`config.mk`:
```
export PLATFORM = sky130hd
export DESIGN_NAME = mac_feeder
export DESIGN_NICKNAME = d
export VERILOG_FILES = /design/src/rtl/mac_feeder.sv
export SDC_FILE = /design/constraint.sdc
export NUM_CORES = 1
export LEC_CHECK = 0
export CORE_ASPECT_RATIO = 1.1
export CORE_MARGIN = 3
export CORE_UTILIZATION = 42
export CTS_BUF_LIST = sky130_fd_sc_hd__clkbuf_16
export CTS_CLUSTER_SIZE = 8
export DETAILED_ROUTE_END_ITERATION = 6
export GPL_TIMING_DRIVEN = 0
export PLACE_DENSITY = 0.79
export SLEW_MARGIN = 20
export SYNTH_ARGS = -nofsm -noshare
export SYNTH_HDL_FRONTEND = slang
export SYNTH_SLANG_ARGS = --single-unit
```
`constraint.sdc`:
```
create_clock -name clk -period 1.7 [get_ports clk]
set_input_delay 0.17 -clock clk [delete_from_list [all_inputs] [get_ports clk]]
set_output_delay 0.17 -clock clk [all_outputs]
set_load 0.02 [all_outputs]
```
`src/rtl/mac_feeder.sv`:
```
// Sequences signed operand pairs into a downstream mac_pe, one pair per cycle,
// and returns each vector's dot product together with its pair count.
module mac_feeder #(
  parameter int unsigned MAX_LEN = 255
) (
  input  logic               clk,
  input  logic               rst,
  input  logic               in_valid,
  output logic               in_ready,
  input  logic signed [7:0]  in_a,
  input  logic signed [7:0]  in_b,
  input  logic               in_last,
  output logic               mac_rst,
  output logic signed [7:0]  mac_a,
  output logic signed [7:0]  mac_b,
  input  logic signed [15:0] mac_result,
  output logic               out_valid,
  input  logic               out_ready,
  output logic signed [15:0] out_result,
  output logic [7:0]         out_count,
  output logic               out_err
);

  localparam int unsigned DW = 8;
  localparam int unsigned AW = 16;
  localparam int unsigned CW = 8;
  localparam logic [CW-1:0] LAST_IDX = CW'(MAX_LEN - 1);

  typedef enum logic [2:0] {
    IDLE  = 3'd0,
    CLEAR = 3'd1,
    FEED  = 3'd2,
    DRAIN = 3'd3,
    HOLD  = 3'd4
  } state_t;

  state_t          state;
  state_t          state_nxt;
  logic [CW-1:0]   cnt;
  logic            err;
  logic            drain_cnt;

  logic            hs;
  logic            at_limit;
  logic            capture;
  logic            in_ready_nxt;
  logic            out_valid_nxt;
  logic [DW-1:0]   mac_a_nxt;
  logic [DW-1:0]   mac_b_nxt;

  // State register
  always_ff @(posedge clk) begin
    if (rst) begin
      state <= IDLE;
    end else begin
      state <= state_nxt;
    end
  end

  // Next-state logic; DRAIN spans two cycles so mac_pe absorbs the final pair
  always_comb begin
    state_nxt = state;
    unique case (state)
      IDLE:    if (in_valid) state_nxt = CLEAR;
      CLEAR:   state_nxt = FEED;
      FEED:    if (hs && (in_last || at_limit)) state_nxt = DRAIN;
      DRAIN:   if (drain_cnt) state_nxt = HOLD;
      HOLD:    if (out_valid && out_ready) state_nxt = IDLE;
      default: state_nxt = IDLE;
    endcase
  end

  // Output decode; mac_rst follows rst combinationally so mac_pe clears in the same cycle
  always_comb begin
    hs            = in_valid & in_ready;
    at_limit      = (cnt == LAST_IDX);
    capture       = (state == DRAIN) && drain_cnt;
    mac_rst       = rst | (state == CLEAR);
    in_ready_nxt  = (state_nxt == FEED);
    out_valid_nxt = (state_nxt == HOLD);
    mac_a_nxt     = '0;
    mac_b_nxt     = '0;
    if (hs) begin
      mac_a_nxt = in_a;
      mac_b_nxt = in_b;
    end
  end

  // Registered handshakes and operands; a missing beat feeds a zero product
  always_ff @(posedge clk) begin
    if (rst) begin
      in_ready  <= 1'b0;
      out_valid <= 1'b0;
      mac_a     <= '0;
      mac_b     <= '0;
    end else begin
      in_ready  <= in_ready_nxt;
      out_valid <= out_valid_nxt;
      mac_a     <= mac_a_nxt;
      mac_b     <= mac_b_nxt;
    end
  end

  // Beat counter, truncation flag and drain timer
  always_ff @(posedge clk) begin
    if (rst) begin
      cnt       <= '0;
      err       <= 1'b0;
      drain_cnt <= 1'b0;
    end else begin
      if (state == CLEAR) begin
        cnt <= '0;
        err <= 1'b0;
      end else if (hs) begin
        cnt <= cnt + CW'(1);
        if (at_limit && !in_last) err <= 1'b1;
      end
      drain_cnt <= (state == DRAIN) && !drain_cnt;
    end
  end

  // Result capture on the edge that leaves DRAIN
  always_ff @(posedge clk) begin
    if (rst) begin
      out_result <= '0;
      out_count  <= '0;
      out_err    <= 1'b0;
    end else if (capture) begin
      out_result <= AW'(mac_result);
      out_count  <= cnt;
      out_err    <= err;
    end
  end

endmodule
```
# ---- Word-level counts from Yosys, hierarchy flattened
# Cells that the tools add are included.
dict set report totals {
  ff_bits 56
  word_cells 39
}
dict set report classes {
  n_mux 5
  eq_ne 7
  n_bitwise 3
  addsub 1
  reduce_logical 12
}
# cell count
set op_table {}
lappend op_table {{$pmux W3 S5} 1}
lappend op_table {{$mux W3} 4}
lappend op_table {{$eq A3 B2 Y1 const B} 3}
lappend op_table {{$add A8 B1 Y8 const B} 1}
lappend op_table {{$eq A8 B8 Y1 const B} 1}
lappend op_table {{$eq A3 B3 Y1 const B} 2}
lappend op_table {{$logic_and A1 B1 Y1} 5}
lappend op_table {{$reduce_or A2 Y1} 2}
lappend op_table {{$eq A3 B1 Y1 const B} 1}
lappend op_table {{$logic_not A3 Y1} 1}
lappend op_table {{$logic_not A1 Y1} 2}
lappend op_table {{$reduce_and A2 Y1} 1}
lappend op_table {{$and A1 B1 Y1} 1}
lappend op_table {{$logic_or A1 B1 Y1} 1}
lappend op_table {{$not A1 Y1} 1}
lappend op_table {{$or A1 B1 Y1} 1}

# ---- Longest topological paths before layout
dict set report logic_depth {
  ltp_word 6
  mapped_depth 6
}

# ---- Least setup slack after synthesis
# OpenSTA, ideal clock, no wires.
dict set report synth_path {
  kind {flip-flop to flip-flop}
  startpoint {reg in_ready}
  endpoint {reg in_ready}
  path_buffers 0
  arrival_time_ns 1.328
  stages_incl_launch_ff 4
  path_slack_ns 0.256
  setup_time_ns 0.115
  t_required_ns 1.585
  path_cell_list {dfxtp_1 nand4b_1 or4_4 and3_1}
}
dict set report synth_between {
  elab_chain_cells 5
}
# item line
set synth_rtl {}
lappend synth_rtl {{from (decl)} 9} ;# output logic in_ready,
lappend synth_rtl {{from (signal assigned)} 97} ;# in_ready <= in_ready_nxt;
lappend synth_rtl {{$and A1 B1 Y1} 75} ;# hs = in_valid & in_ready;
lappend synth_rtl {{$logic_and A1 B1 Y1} 66} ;# FEED: if (hs && (in_last || at_limit)) state_nxt = DRAIN;
lappend synth_rtl {{$mux W3} 66}
lappend synth_rtl {{$pmux W3 S5} 63} ;# unique case (state)
lappend synth_rtl {{$eq A3 B2 Y1} 79} ;# in_ready_nxt = (state_nxt == FEED);
# Every way passes these cells.
# A chain may end at the register's enable or synchronous reset.

# ---- Final worst setup path
dict set report layout_path {
  startpoint {reg in_ready}
  endpoint {out in_ready}
}
# No word-level cell between the ends.

==> out/summary.txt <==
fmax: 622 MHz
IO Count: 81
commonest non-fill, non-tap cell in the layout: clkdlybuf4s50_1
Vias/cell: 4.90
largest net degree at the start of global routing: 17
critical path cell sequence: clkdlybuf4s50_1
leak pwr: 0.00107 uW
initial DRC count: 63
reg2reg setup slack: 0.23 ns
CP peak stage delay: 0.68 ns
pwr/cell area: 918 mW/mm2
outcome: complete, no violations
# H-tree levels: 2
post-synth net total: 258
Final WS setup: 0.0917 ns
register area share after synthesis: 56.8%
critical path data required time: 1.53 ns
final setup violation count: 0
Finished Core Util: 68.5%
met1 Use GR: 17.1%
NumNets Final: 344
critical path fanouts, max: 8
Max VDD drop: 0.913 mV
Post-Synthesis Cell Area: 0.00197 mm2
Worst Hold Class: input port to flop
CTS tree: yes
final worst path period share: 94.6%
total global routing overflow: 0
share of layout cells above drive strength 1: 6.56%
drt wl/cell: 11.9 um
most frequent cells in the layout: clkdlybuf4s50_1, dfxtp_1, nand2_1
WL final: 4.26 mm
Max Slew Vio Count: 0
# rows: 25
Synth cell types: 33
number of global-route vias before repair: 1635
mux share of post-synthesis cell area: 0%
Synth area leaders: dfxtp_1, nand2_1, a21oi_1
CTS Root Cell: clkbuf_16
Buf/Inv on CP: 1
post-placement setup slack: -0.398 ns
Mean Syn Cell Area: 9.02 um2
max-cap violations: 0
full die area: 0.00556 mm2
antenna-violating nets left: 0
final instance count without filler cells: 359
clk_lat worst skew: 0.29 ns
drt pass-1 iters: 6
Synth Area in Compound Gates: 11.2%
Total Routing Usage GR: 16.1%
DR vias: 1760
crit end category: output pin
grt met3 use: 9.97%
DR DRC count: 0
Final GP Congestion: 0.774
delay-heaviest family, CP: buffers and inverters
DP Cell Count: 353
core area: 0.00441 mm2
GR peak layer: met2
Area Growth Syn to Fin: 53.0%
final hold violation count: 0
Max transition margin: 69.3%
Async S/R FF share, synth: 0%
slowest CP cell: clkdlybuf4s50_1
Detailed Place HPWL: 3.16 mm
Yosys warnings: 0
die width: 71.4 um
n_diodes: 0
chip height: 77.9 um
hold_buf cts: 0
total CTS buffers: 5
Final Critical Period: 1.61 ns
initial antenna violation count: 0
WS Path Type: flop to output pin
Post-synth EDFFs: 0
Main synth FF type: dfxtp_1
Yosys top cell area share: 56.8%
RSZ-0062 raised after global routing: no
largest family of logic cells by synthesized area: simple AND/OR/NAND/NOR gates
FF+latch count, synth: 56
synthesized instance count: 219
first-pass GRT wire length: 7.13 mm
cell taking the most area after synthesis: dfxtp_1
Clock Path Buffers: 2
Post-Synth Simple-Gate Area: 26.1%
Worst Max-Slew Pin Slew: 0.461 ns
crit path DAT: 1.44 ns
# clock sinks: 56
Clk pin slew, worst setup/hold paths: 0.07 ns
met2 usage: 25.7%
setup_tns: 0 ns
area share of fa/ha/maj cells after synthesis: 1.27%
total power: 2770 uW
Worst Skew: 0.00590 ns
XOR/XNOR Fraction of Synth Area: 0.887%
Starting Density: 44.8%
Worst setup SP type: flop
port buffer count: 80
==> metal layers <==
layer  vias to the layer above  routed length, um
met5                         -                  0
met1                       787               1680
met3                         5                592
li1                        901                  -
met2                        67               1930
met4                         0                 61
==> repair_timing <==
item / CTS / global route
setup endpoints to repair: 1 / 1
resized for setup: 2 / 2
buffers inserted: 0 / 0
==> worst min-delay path: stages <==
cell,delay (ns)
clkdlybuf4s50_1,0.39
nand2_1,0.05
a21oi_1,0.05
==> kinds of logic after synthesis <==
logic type               after synthesis
AND/OR/NAND/NOR                      101
flip-flops                            56
AO/OA/AOI/OAI                         42
buffers and inverters                 16
XOR/XNOR                               2
adder cells (fa/ha/maj)                2
==> power by group <==
group	switching (uW)	internal, uW
logic	67.0	105
registers	8.78	1320
clock network	432	835
total	508	2260
==> layout make-up <==
class	instances	area, um2
buffer	12	58.8
clock buffer	5	125
clock inverter	2	60.1
fill	373	1390
inverter	3	11.3
multi-input combinational	147	781
sequential	56	1120
tap	54	67.6
timing repair buffer	80	796
==> worst paths after layout <==
| kind | startpoint | to | cells after the start |
|---|---|---|---|
| worst min-delay path | mac_result[0] | out_result[0]$_SDFFE_PP0P_ | 3 |
| worst max register to register | state[0]$_SDFF_PP0_ | out_count[2]$_SDFFE_PP0P_ | 5 |
| worst min register to register | out_result[7]$_SDFFE_PP0P_ | out_result[7]$_SDFFE_PP0P_ | 2 |
| worst max-delay path | in_ready$_SDFF_PP0_ | in_ready | 1 |
==> state kept, by name, indices dropped and copies added, names as in the netlist <==
signal,flops
in_ready,1
mac_b,8
cnt,8
out_valid,1
out_count,8
mac_a,8
err,1
out_result,16
out_err,1
drain_cnt,1
state,3
==> synthesized netlist by cell type, types with 2 or more instances <==
cell type and n:
xnor2_1 2, and3_1 2, nand2_1 54, nor2b_1 2
nor2_1 5, o21ai_0 4, clkbuf_1 7, or3_2 2
nand4b_1 2, or4_1 2, buf_2 5, nand3_1 3
ha_1 2, nor3_1 2, dfxtp_1 56, and2_1 16
or3_1 2, inv_1 3, a21oi_1 34
==> through the flow <==
| step | hold slack (ns) | area (um2) |
|---|---|---|
| 6_report | 0.421 | 3020 |
| 3_5_place_dp | 0.445 | 2840 |
| 4_1_cts | 0.417 | 3020 |
| 5_1_grt | 0.428 | 3020 |
| 3_3_place_gp | 0.440 | 2840 |
| 2_1_floorplan | 0.255 | 1970 |
Power figures use the tool's default switching activity.
